<file path="config.mk">
export PLATFORM = sky130hd
export DESIGN_NAME = instr_fetch
export DESIGN_NICKNAME = d
export VERILOG_FILES = /design/src/rtl/instr_fetch_pkg.sv /design/src/rtl/instr_fetch.sv
export SDC_FILE = /design/constraint.sdc
export NUM_CORES = 1
export LEC_CHECK = 0
export CAP_MARGIN = 25
export CORE_MARGIN = 1
export CORE_UTILIZATION = 46
export DETAILED_ROUTE_END_ITERATION = 16
export PLACE_DENSITY = 0.84
export SLEW_MARGIN = 30
export SYNTH_ARGS = -nofsm -noshare
export SYNTH_HDL_FRONTEND = slang
export SYNTH_SLANG_ARGS = --single-unit
</file>
<file path="constraint.sdc">
create_clock -name i_clk -period 4.9 [get_ports i_clk]
set_input_delay 0.98 -clock i_clk [delete_from_list [all_inputs] [get_ports i_clk]]
set_output_delay 0.98 -clock i_clk [all_outputs]
set_load 0.02 [all_outputs]
</file>
<file path="src/rtl/instr_fetch_pkg.sv">
// rtl/instr_fetch_pkg.sv - shared widths and FSM encoding for the instruction fetch stage
package instr_fetch_pkg;

  localparam int unsigned IF_ADDR_W = 16;
  localparam int unsigned IF_DATA_W = 16;

  typedef enum logic [1:0] {
    ST_IDLE = 2'd0,
    ST_REQ  = 2'd1,
    ST_WAIT = 2'd2,
    ST_HOLD = 2'd3
  } if_state_e;

endpackage

</file>
<file path="src/rtl/instr_fetch.sv">
// rtl/instr_fetch.sv - single-outstanding instruction fetch with one-entry instruction register
// Issues one memory read per instruction from pc_in, holds the word for decode, pulses pc_adv on capture.
module instr_fetch
  import instr_fetch_pkg::*;
#(
  parameter int ADDR_W = IF_ADDR_W,
  parameter int DATA_W = IF_DATA_W
) (
  input  logic              i_clk,
  input  logic              i_rst_n,
  input  logic              i_en,
  input  logic [ADDR_W-1:0] i_pc_in,
  input  logic              i_flush,
  output logic              o_pc_adv,
  output logic              o_mem_req,
  output logic [ADDR_W-1:0] o_mem_addr,
  input  logic              i_mem_gnt,
  input  logic              i_mem_rvalid,
  input  logic [DATA_W-1:0] i_mem_rdata,
  output logic              o_ir_valid,
  output logic [DATA_W-1:0] o_ir_data,
  output logic [ADDR_W-1:0] o_ir_pc,
  input  logic              i_ir_ready
);

  if_state_e         r_state;
  logic              r_mem_req;
  logic [ADDR_W-1:0] r_mem_addr;
  logic              r_ir_valid;
  logic [DATA_W-1:0] r_ir_data;
  logic [ADDR_W-1:0] r_ir_pc;
  logic              r_pc_adv;
  logic              r_drop;

  if_state_e         w_state_nxt;
  logic              w_mem_req_nxt;
  logic [ADDR_W-1:0] w_mem_addr_nxt;
  logic              w_ir_valid_nxt;
  logic [DATA_W-1:0] w_ir_data_nxt;
  logic [ADDR_W-1:0] w_ir_pc_nxt;
  logic              w_pc_adv_nxt;
  logic              w_drop_nxt;

  always_comb begin
    w_state_nxt    = r_state;
    w_mem_req_nxt  = r_mem_req;
    w_mem_addr_nxt = r_mem_addr;
    w_ir_valid_nxt = r_ir_valid;
    w_ir_data_nxt  = r_ir_data;
    w_ir_pc_nxt    = r_ir_pc;
    w_pc_adv_nxt   = 1'b0;
    w_drop_nxt     = r_drop;

    case (r_state)
      ST_IDLE: begin
        if (i_en) begin
          w_state_nxt    = ST_REQ;
          w_mem_req_nxt  = 1'b1;
          w_mem_addr_nxt = i_pc_in;
        end
      end

      ST_REQ: begin
        if (i_flush) begin
          w_mem_addr_nxt = i_pc_in;
        end else if (i_mem_gnt) begin
          w_state_nxt   = ST_WAIT;
          w_mem_req_nxt = 1'b0;
          w_drop_nxt    = 1'b0;
        end
      end

      // A flush here cannot cancel the granted read, so its data is swallowed on arrival.
      ST_WAIT: begin
        if (i_mem_rvalid) begin
          if (i_flush || r_drop) begin
            w_state_nxt    = ST_REQ;
            w_mem_req_nxt  = 1'b1;
            w_mem_addr_nxt = i_pc_in;
            w_drop_nxt     = 1'b0;
          end else begin
            w_state_nxt    = ST_HOLD;
            w_ir_valid_nxt = 1'b1;
            w_ir_data_nxt  = i_mem_rdata;
            w_ir_pc_nxt    = r_mem_addr;
            w_pc_adv_nxt   = 1'b1;
          end
        end else if (i_flush) begin
          w_drop_nxt = 1'b1;
        end
      end

      ST_HOLD: begin
        if (i_flush || i_ir_ready) begin
          w_ir_valid_nxt = 1'b0;
          if (i_en) begin
            w_state_nxt    = ST_REQ;
            w_mem_req_nxt  = 1'b1;
            w_mem_addr_nxt = i_pc_in;
          end else begin
            w_state_nxt = ST_IDLE;
          end
        end
      end

      default: begin
        w_state_nxt = ST_IDLE;
      end
    endcase
  end

  always_ff @(posedge i_clk or negedge i_rst_n) begin
    if (!i_rst_n) begin
      r_state    <= ST_IDLE;
      r_mem_req  <= 1'b0;
      r_mem_addr <= '0;
      r_ir_valid <= 1'b0;
      r_ir_data  <= '0;
      r_ir_pc    <= '0;
      r_pc_adv   <= 1'b0;
      r_drop     <= 1'b0;
    end else begin
      r_state    <= w_state_nxt;
      r_mem_req  <= w_mem_req_nxt;
      r_mem_addr <= w_mem_addr_nxt;
      r_ir_valid <= w_ir_valid_nxt;
      r_ir_data  <= w_ir_data_nxt;
      r_ir_pc    <= w_ir_pc_nxt;
      r_pc_adv   <= w_pc_adv_nxt;
      r_drop     <= w_drop_nxt;
    end
  end

  assign o_pc_adv   = r_pc_adv;
  assign o_mem_req  = r_mem_req;
  assign o_mem_addr = r_mem_addr;
  assign o_ir_valid = r_ir_valid;
  assign o_ir_data  = r_ir_data;
  assign o_ir_pc    = r_ir_pc;

endmodule

</file>
Word-level counts from Yosys, hierarchy flattened
Cells that the tools add are included.

Register bits after elaboration: 54. Bits of input ports: 39. Output and inout bits: 51. Logic and storage cells: 65.

Equal/unequal tests: 13. Muxes and demuxes: 32. Bitwise logic cells: 1. Reduce and logical (&&, ||, !) cells: 11.

Operators by type and width (count): $mux 16 (5); $pmux 16 s4 (1); $mux 1 (16); $ne 2x2->1 const B (8); $reduce_and 5->1 (3); $mux 2 (6); $pmux 2 s4 (1); $reduce_and 4->1 (2); $ne 3x3->1 const B (2); $eq 2x2->1 const B (2); $pmux 1 s2 (2); $pmux 1 s4 (1); $reduce_bool 2->1 (2); $reduce_and 3->1 (1); $eq 2x1->1 const B (1); $logic_not 2->1 (1); $logic_or 1x1->1 (2); $not 1->1 (1).

Longest topological paths before layout
Gate-level depths: netlist of the first run.

Depth after elaboration: 4. Gate-level depth with buffers: 7. Gate-level depth less buffers: 6.

Least setup slack after synthesis of the first run
Ideal clock, no wire load.

Kind: input to register. Start: input i_flush. End: register r_ir_data[10] (netlist: o_ir_data[10]). Library setup time: 0.125 ns. Arrival: 2.021 ns. Data required time: 4.775 ns. Path slack: 2.754 ns. Stages: 5. Path buffers: 2. Cells stage by stage: nor3b_1 and2_1 buf_2 buf_4 mux2_2.

Word-level cells in the longest chain between the ends: 3.

Ends and longest elaborated chain: from (decl) (RTL line instr_fetch.sv:13) `input logic i_flush,`; $logic_or 1x1->1 (RTL line instr_fetch.sv:76) `if (i_flush || r_drop) begin`; $not 1->1 (no line); $reduce_and 3->1 (no line); to (signal assigned) (RTL line instr_fetch.sv:127) `r_ir_data <= w_ir_data_nxt;`; to (decl) (RTL line instr_fetch.sv:30) `logic [DATA_W-1:0] r_ir_data;`.

Every way passes these cells. A chain may end at the register's enable or synchronous reset.

Worst setup path in the final report of the first run
Start: input i_flush. End: register r_ir_data[5] (netlist: o_ir_data[5]).

Same word-level chain as after synthesis.

==> results of run 1 <==
-- synth_stat cells --
master / n
a31oi_1: 2
a21oi_1: 7
nor3b_2: 1
a211oi_2: 1
buf_4: 3
nand3_1: 1
nor2_1: 3
nor2b_1: 3
nor3b_1: 2
nand2_1: 1
a21boi_0: 1
inv_1: 3
o21ai_0: 3
mux2_2: 38
and2_1: 1
nand2b_1: 1
dfrtp_1: 54
ha_1: 6
buf_2: 1
a211oi_1: 1
o21ai_2: 1
a2111oi_2: 1
buf_6: 1
mux2_4: 10
o21ai_1: 1
-- kinds of logic after synthesis --
kind of cell | count (synthesis) | share of synthesized area
adder cells (fa/ha/maj) | 6 | 0.03333
AND/OR/NAND/NOR | 13 | 0.03500
AO/OA/AOI/OAI | 18 | 0.05277
flip-flops | 54 | 0.6000
multiplexers | 48 | 0.2567
buffers and inverters | 8 | 0.02222
-- how the worst max path moves through the flow --
| stage | from | to | slack, ps | cells past startpoint |
|---|---|---|---|---|
| 3_3_place_gp | i_flush | o_mem_addr[9] | 1930 | 5 |
| 4_1_cts | i_flush | o_ir_data[5] | 2220 | 5 |
| 5_1_grt | i_flush | o_ir_data[5] | 2120 | 5 |
| 2_1_floorplan | i_flush | o_ir_data[10] | 2750 | 5 |
| 6_report | i_flush | o_ir_data[5] | 2210 | 5 |
| 3_5_place_dp | i_flush | o_ir_data[5] | 1890 | 5 |
-- final cells by class --
type,count,area share
sequential,54,0.4113
timing repair buffer,91,0.2742
multi-input combinational,85,0.2612
tap,67,0.02551
clock buffer,6,0.02209
inverter,3,0.003427
clock inverter,1,0.002285
-- layer usage --
layer / vias to the layer above / share of wire
met5: - / 0
met4: 0 / 0.011
met3: 4 / 0.061
met2: 54 / 0.49
met1: 720 / 0.44
li1: 703 / -
-- power groups by stage --
stage	Clock, uW	Combinational, uW	Sequential [uW]
final	235	1270	806
after global routing	261	1350	839
after CTS	243	1280	808
after detailed placement	0	1280	817
after global placement	0	1250	808
after floorplan	0	484	1060
-- metrics by stage --
stage	worst slack (ps)	std cells	total power, uW
2_1_floorplan	2754	147	1543
3_3_place_gp	1926	300	2063
3_5_place_dp	1894	300	2096
4_1_cts	2215	307	2332
5_1_grt	2124	307	2450
6_report	2209	307	2309
-- worst max-delay path: stages --
cell and delay, ps:
clkdlybuf4s50_1 570, nor3b_1 380, and2_1 180, buf_4 380
mux2_2 390
-- state kept, by name (all words and copies together) (netlist names) --
signal / cells
o_ir_pc: 16
o_ir_data: 16
o_ir_valid: 1
o_mem_addr: 16
r_state: 2
r_drop: 1
o_mem_req: 1
o_pc_adv: 1
-- layout by cell type (no fill, tap or decap) --
master	n
buf_4	2
a21boi_0	1
inv_1	3
clkdlybuf4s50_1	88
a21oi_1	7
o21ai_0	3
clkinvlp_4	1
a2111oi_2	1
clkbuf_8	5
and2_1	1
buf_2	1
mux2_2	38
a31oi_1	2
nand2_1	1
a211oi_2	1
nor2_1	3
nand2b_1	1
a211oi_1	1
nor2b_1	3
o21ai_4	1
clkbuf_1	1
dfrtp_1	54
mux2_4	10
ha_1	6
nor3b_1	2
nor3b_2	1
o21ai_1	1
nand3_1	1
==> reports/qor.txt, run 1 <==
antenna-violating nets left: 0
Endpoint, Worst Hold: o_ir_data[10]
post-CTS setup buffers: 0
Pleak: 0.001388 uW
hold buffers post-CTS: 0
area of the multi-input gates: 858.3 um2
unique cell type count in the Yosys netlist: 25
CP required: 5090 ps
DR iter-0 viols: 70
max cap viols: 0
Cell Int Power: 1461 uW
Reg clk slew, reported paths: 90 ps
Die Height: 71.97 um
wirelength, routed: 4380 um
number of diodes: 0
Core Box Area: 4723 um2
global-route wire length before repair: 7051 um
initial antenna violation count: 0
Die Wd: 71.97 um
crit path time final: 2691 ps
worst r2r src: r_state[0]
achievable frequency: 371.6 MHz
GPL Wtd Cong: 0.7807
Post-Synthesis Cells: 147
hold path startpoint: o_ir_data[10]
via/cell ratio: 4.824
cell taking the most area after synthesis: dfrtp_1
H-tree levels: 2
Netlist Area Pre-Place: 2252 um2
Hold Path Class: reg -> reg
cts bufs inserted: 5
Hold Path Stages: 1
# DRC: 0
Clk pwr share: 0.102
Starting Density: 0.4768
largest net degree at the start of global routing: 55
vias in the first global route: 1,455
Worst R2R Path Depth: 6
final layout net count: 285
Clock Sinks: 54
Slew @ Worst Pin: 673.2 ps
sequential share of power: 0.349
total congestion overflow: 0
die area: 5180 um2
cts repair resizes: 0
fraction of layout cells with a size suffix above 1: 0.2542
Rel. slew slack: 0.5495
crit share post-route: 0.5491
met3 usage: 0.05694
register area share after synthesis: 0.6000
clk root buf: clkbuf_8
Setup-failing EPs final: 0
CP startpoint kind: input pin
Util after Layout: 0.6956
GR Util met2: 0.2956
Post-DP Area: 3206 um2
total number of vias: 1,481
synthesis-stage register bit count: 54
top cell type's share of synthesized area: 0.6000
later-pin clock latency in the skew report: 300 ps
area grow syn2layout: 45.89%
CTS tree: yes
FP Rows: 25
RR Endpoint: o_ir_data[5]
Synth Net Count: 192
status: complete, no violations
setup TNS: 0 ps
Register Area: 1351 um2
Synth area leaders: dfrtp_1 60%, mux2_2 19%, mux2_4 6.7%, ha_1 3.3%, a21oi_1 1.6%
Slew Viols, Final: 0
r2r setup slk: 2640 ps
combinational share of power: 0.549
Synthesis Warnings: 0
Avg WL per Cell: 14.27 um
RSZ-0062 raised after global routing: no
I/O pin count: 90
fin area: 3286 um2
Net Sw Power: 847.5 uW
CP Max Fanout: 33
deepest clock path buffer count: 2
GRT Util Overall: 0.1828
Crit Path Class: in -> reg
peak supply drop: 353.6 uV
Post-DP HPWL: 3138 um
# port buffers: 89
critical path arrival: 2880 ps
Switching Share: 0.3671
Global Route met1 Usage: 0.2336
GRT busiest layer: met2
Worst setup EP type: register
worst clock skew: 3.241 ps
DRT Pass-1 Iters: 4
P per Cell Area: 702.7 nW/um2
Hold Violations, Final: 0
Synth Area per Inst: 15.32 um2
Hold Slack: 510.4 ps
fillers: 349
No activity file was read; power rests on OpenSTA's default activity.
==> run 2: changes to the inputs <==
CORE_UTILIZATION = 43   (was 46)
PLACE_DENSITY = 0.8   (was 0.84)
clock period = 2.54 ns   (was 4.9 ns; I/O delays follow)
==> run 2 against run 1 <==
Effect of this change: count of clock-buffer cells in the layout is the same; critical endpoint is now o_ir_pc[10]; routed wire length grew 6.4%; highest routed layer unchanged; clock skew grew 2.8 ps; clock power grew 86%; setup slack lost 1800 ps.
==> reports/qor.txt, run 2 (same netlist as run 1, synthesis figures left out) <==
status: complete, no violations
initial antenna violation count: 0
peak supply drop: 749.3 uV
Setup-failing EPs final: 0
via/cell ratio: 4.900
Post-DP Area: 3251 um2
worst clock skew: 6.009 ps
Hold Path Class: in -> async
Hold Slack: 238.7 ps
Clock Sinks: 54
Hold Violations, Final: 0
vias in the first global route: 1,540
Core Box Area: 4880 um2
fin area: 3331 um2
CP peak stage delay: 440 ps
worst r2r src: r_state[0]
Pleak: 0.001409 uW
CP Max Fanout: 11
cts bufs inserted: 5
Die Height: 74.37 um
die area: 5531 um2
total number of vias: 1,514
CP startpoint kind: register
critical path arrival: 2320 ps
RSZ-0062 raised after global routing: no
Slew Viols, Final: 0
largest net degree at the start of global routing: 30
delay-heaviest family, CP: simple AND/OR/NAND/NOR gates
DRT Pass-1 Iters: 4
deepest clock path buffer count: 2
post-CTS setup buffers: 0
# DRC: 0
buffers and inverters on the worst path: 2
Critical Path Start: r_state[0]
critical-path cell list: inv_1, ha_1, nor3b_1, and2_1, buf_4, mux2_2
Avg WL per Cell: 15.09 um
I/O pin count: 90
area grow syn2layout: 47.89%
Worst setup EP type: register
most common cell after layout, fill and taps aside: clkdlybuf4s50_1
achievable frequency: 465.7 MHz
final layout net count: 287
antenna-violating nets left: 0
clk root buf: clkbuf_8
GPL Wtd Cong: 0.9205
FP Rows: 25
DR iter-0 viols: 82
crit path time final: 2147 ps
H-tree levels: 2
wirelength, routed: 4662 um
hold buffers post-CTS: 0
# port buffers: 89
global-route wire length before repair: 7251 um
Slew @ Worst Pin: 661.4 ps
cts repair resizes: 0
fillers: 383
r2r setup slk: 390 ps
Post-DP HPWL: 3507 um
fraction of layout cells with a size suffix above 1: 0.2603
max cap viols: 0
Rel. slew slack: 0.5590
later-pin clock latency in the skew report: 290 ps
setup TNS: 0 ps
Total Power: 4521 uW
GRT Util Overall: 0.1742
Starting Density: 0.4615
Reg clk slew, reported paths: 90 ps
P per Cell Area: 1357 nW/um2
crit share post-route: 0.8453
CP required: 2720 ps
Slowest-stage cell, CP: dfrtp_1
Crit Path Class: reg -> reg
total congestion overflow: 0
number of diodes: 0
commonest non-fill, non-tap cells in the layout: 88 x clkdlybuf4s50_1, 54 x dfrtp_1, 38 x mux2_2, 10 x mux2_4, 7 x a21oi_1
Die Wd: 74.37 um
CTS tree: yes
Util after Layout: 0.6826
[run 2: cell types whose count changed in the layout (fill, tap and decap cells not counted)]
cell,delta
buf_12,+3
buf_4,-1
o21ai_2,+1
o21ai_4,-1
[run 2: routing by layer]
| metal | share of wire | global-route usage | vias to the layer above |
|---|---|---|---|
| li1 | - | - | 705 |
| met1 | 0.42 | 0.2204 | 742 |
| met2 | 0.49 | 0.2873 | 63 |
| met3 | 0.080 | 0.05149 | 4 |
| met4 | 0.0077 | 0.05660 | 0 |
| met5 | 0 | 0 | - |
[run 2: power breakdown]
part	switching, uW	total, uW	internal, uW
clock network	249	438	189
registers	263	1560	1290
logic	1140	2530	1390
[run 2: cell type report]
type	instances	area (um2)	area share
Tap cell	67	83.83	0.02517
Sequential cell	54	1351	0.4057
Timing Repair Buffer	93	953.4	0.2863
Clock inverter	1	7.507	0.002254
Clock buffer	6	72.57	0.02179
Multi-Input combinational cell	85	850.8	0.2554
Inverter	3	11.26	0.003381
[run 2: final timing paths]
check,end,cells after the start
max,o_ir_pc[10],6
min,o_ir_pc[3],1
min in group i_clk,o_ir_data[6],1
max in group asynchronous,o_mem_addr[4],2
min reg2reg,o_ir_data[6],1
max reg2reg,o_ir_pc[10],6
[run 2: per-stage QoR]
step,setup WS (ps),instances
3_5_place_dp,194.5,302
3_3_place_gp,258.9,302
4_1_cts,395.5,309
6_report,392.9,309
2_1_floorplan,580.3,147
5_1_grt,241.0,309
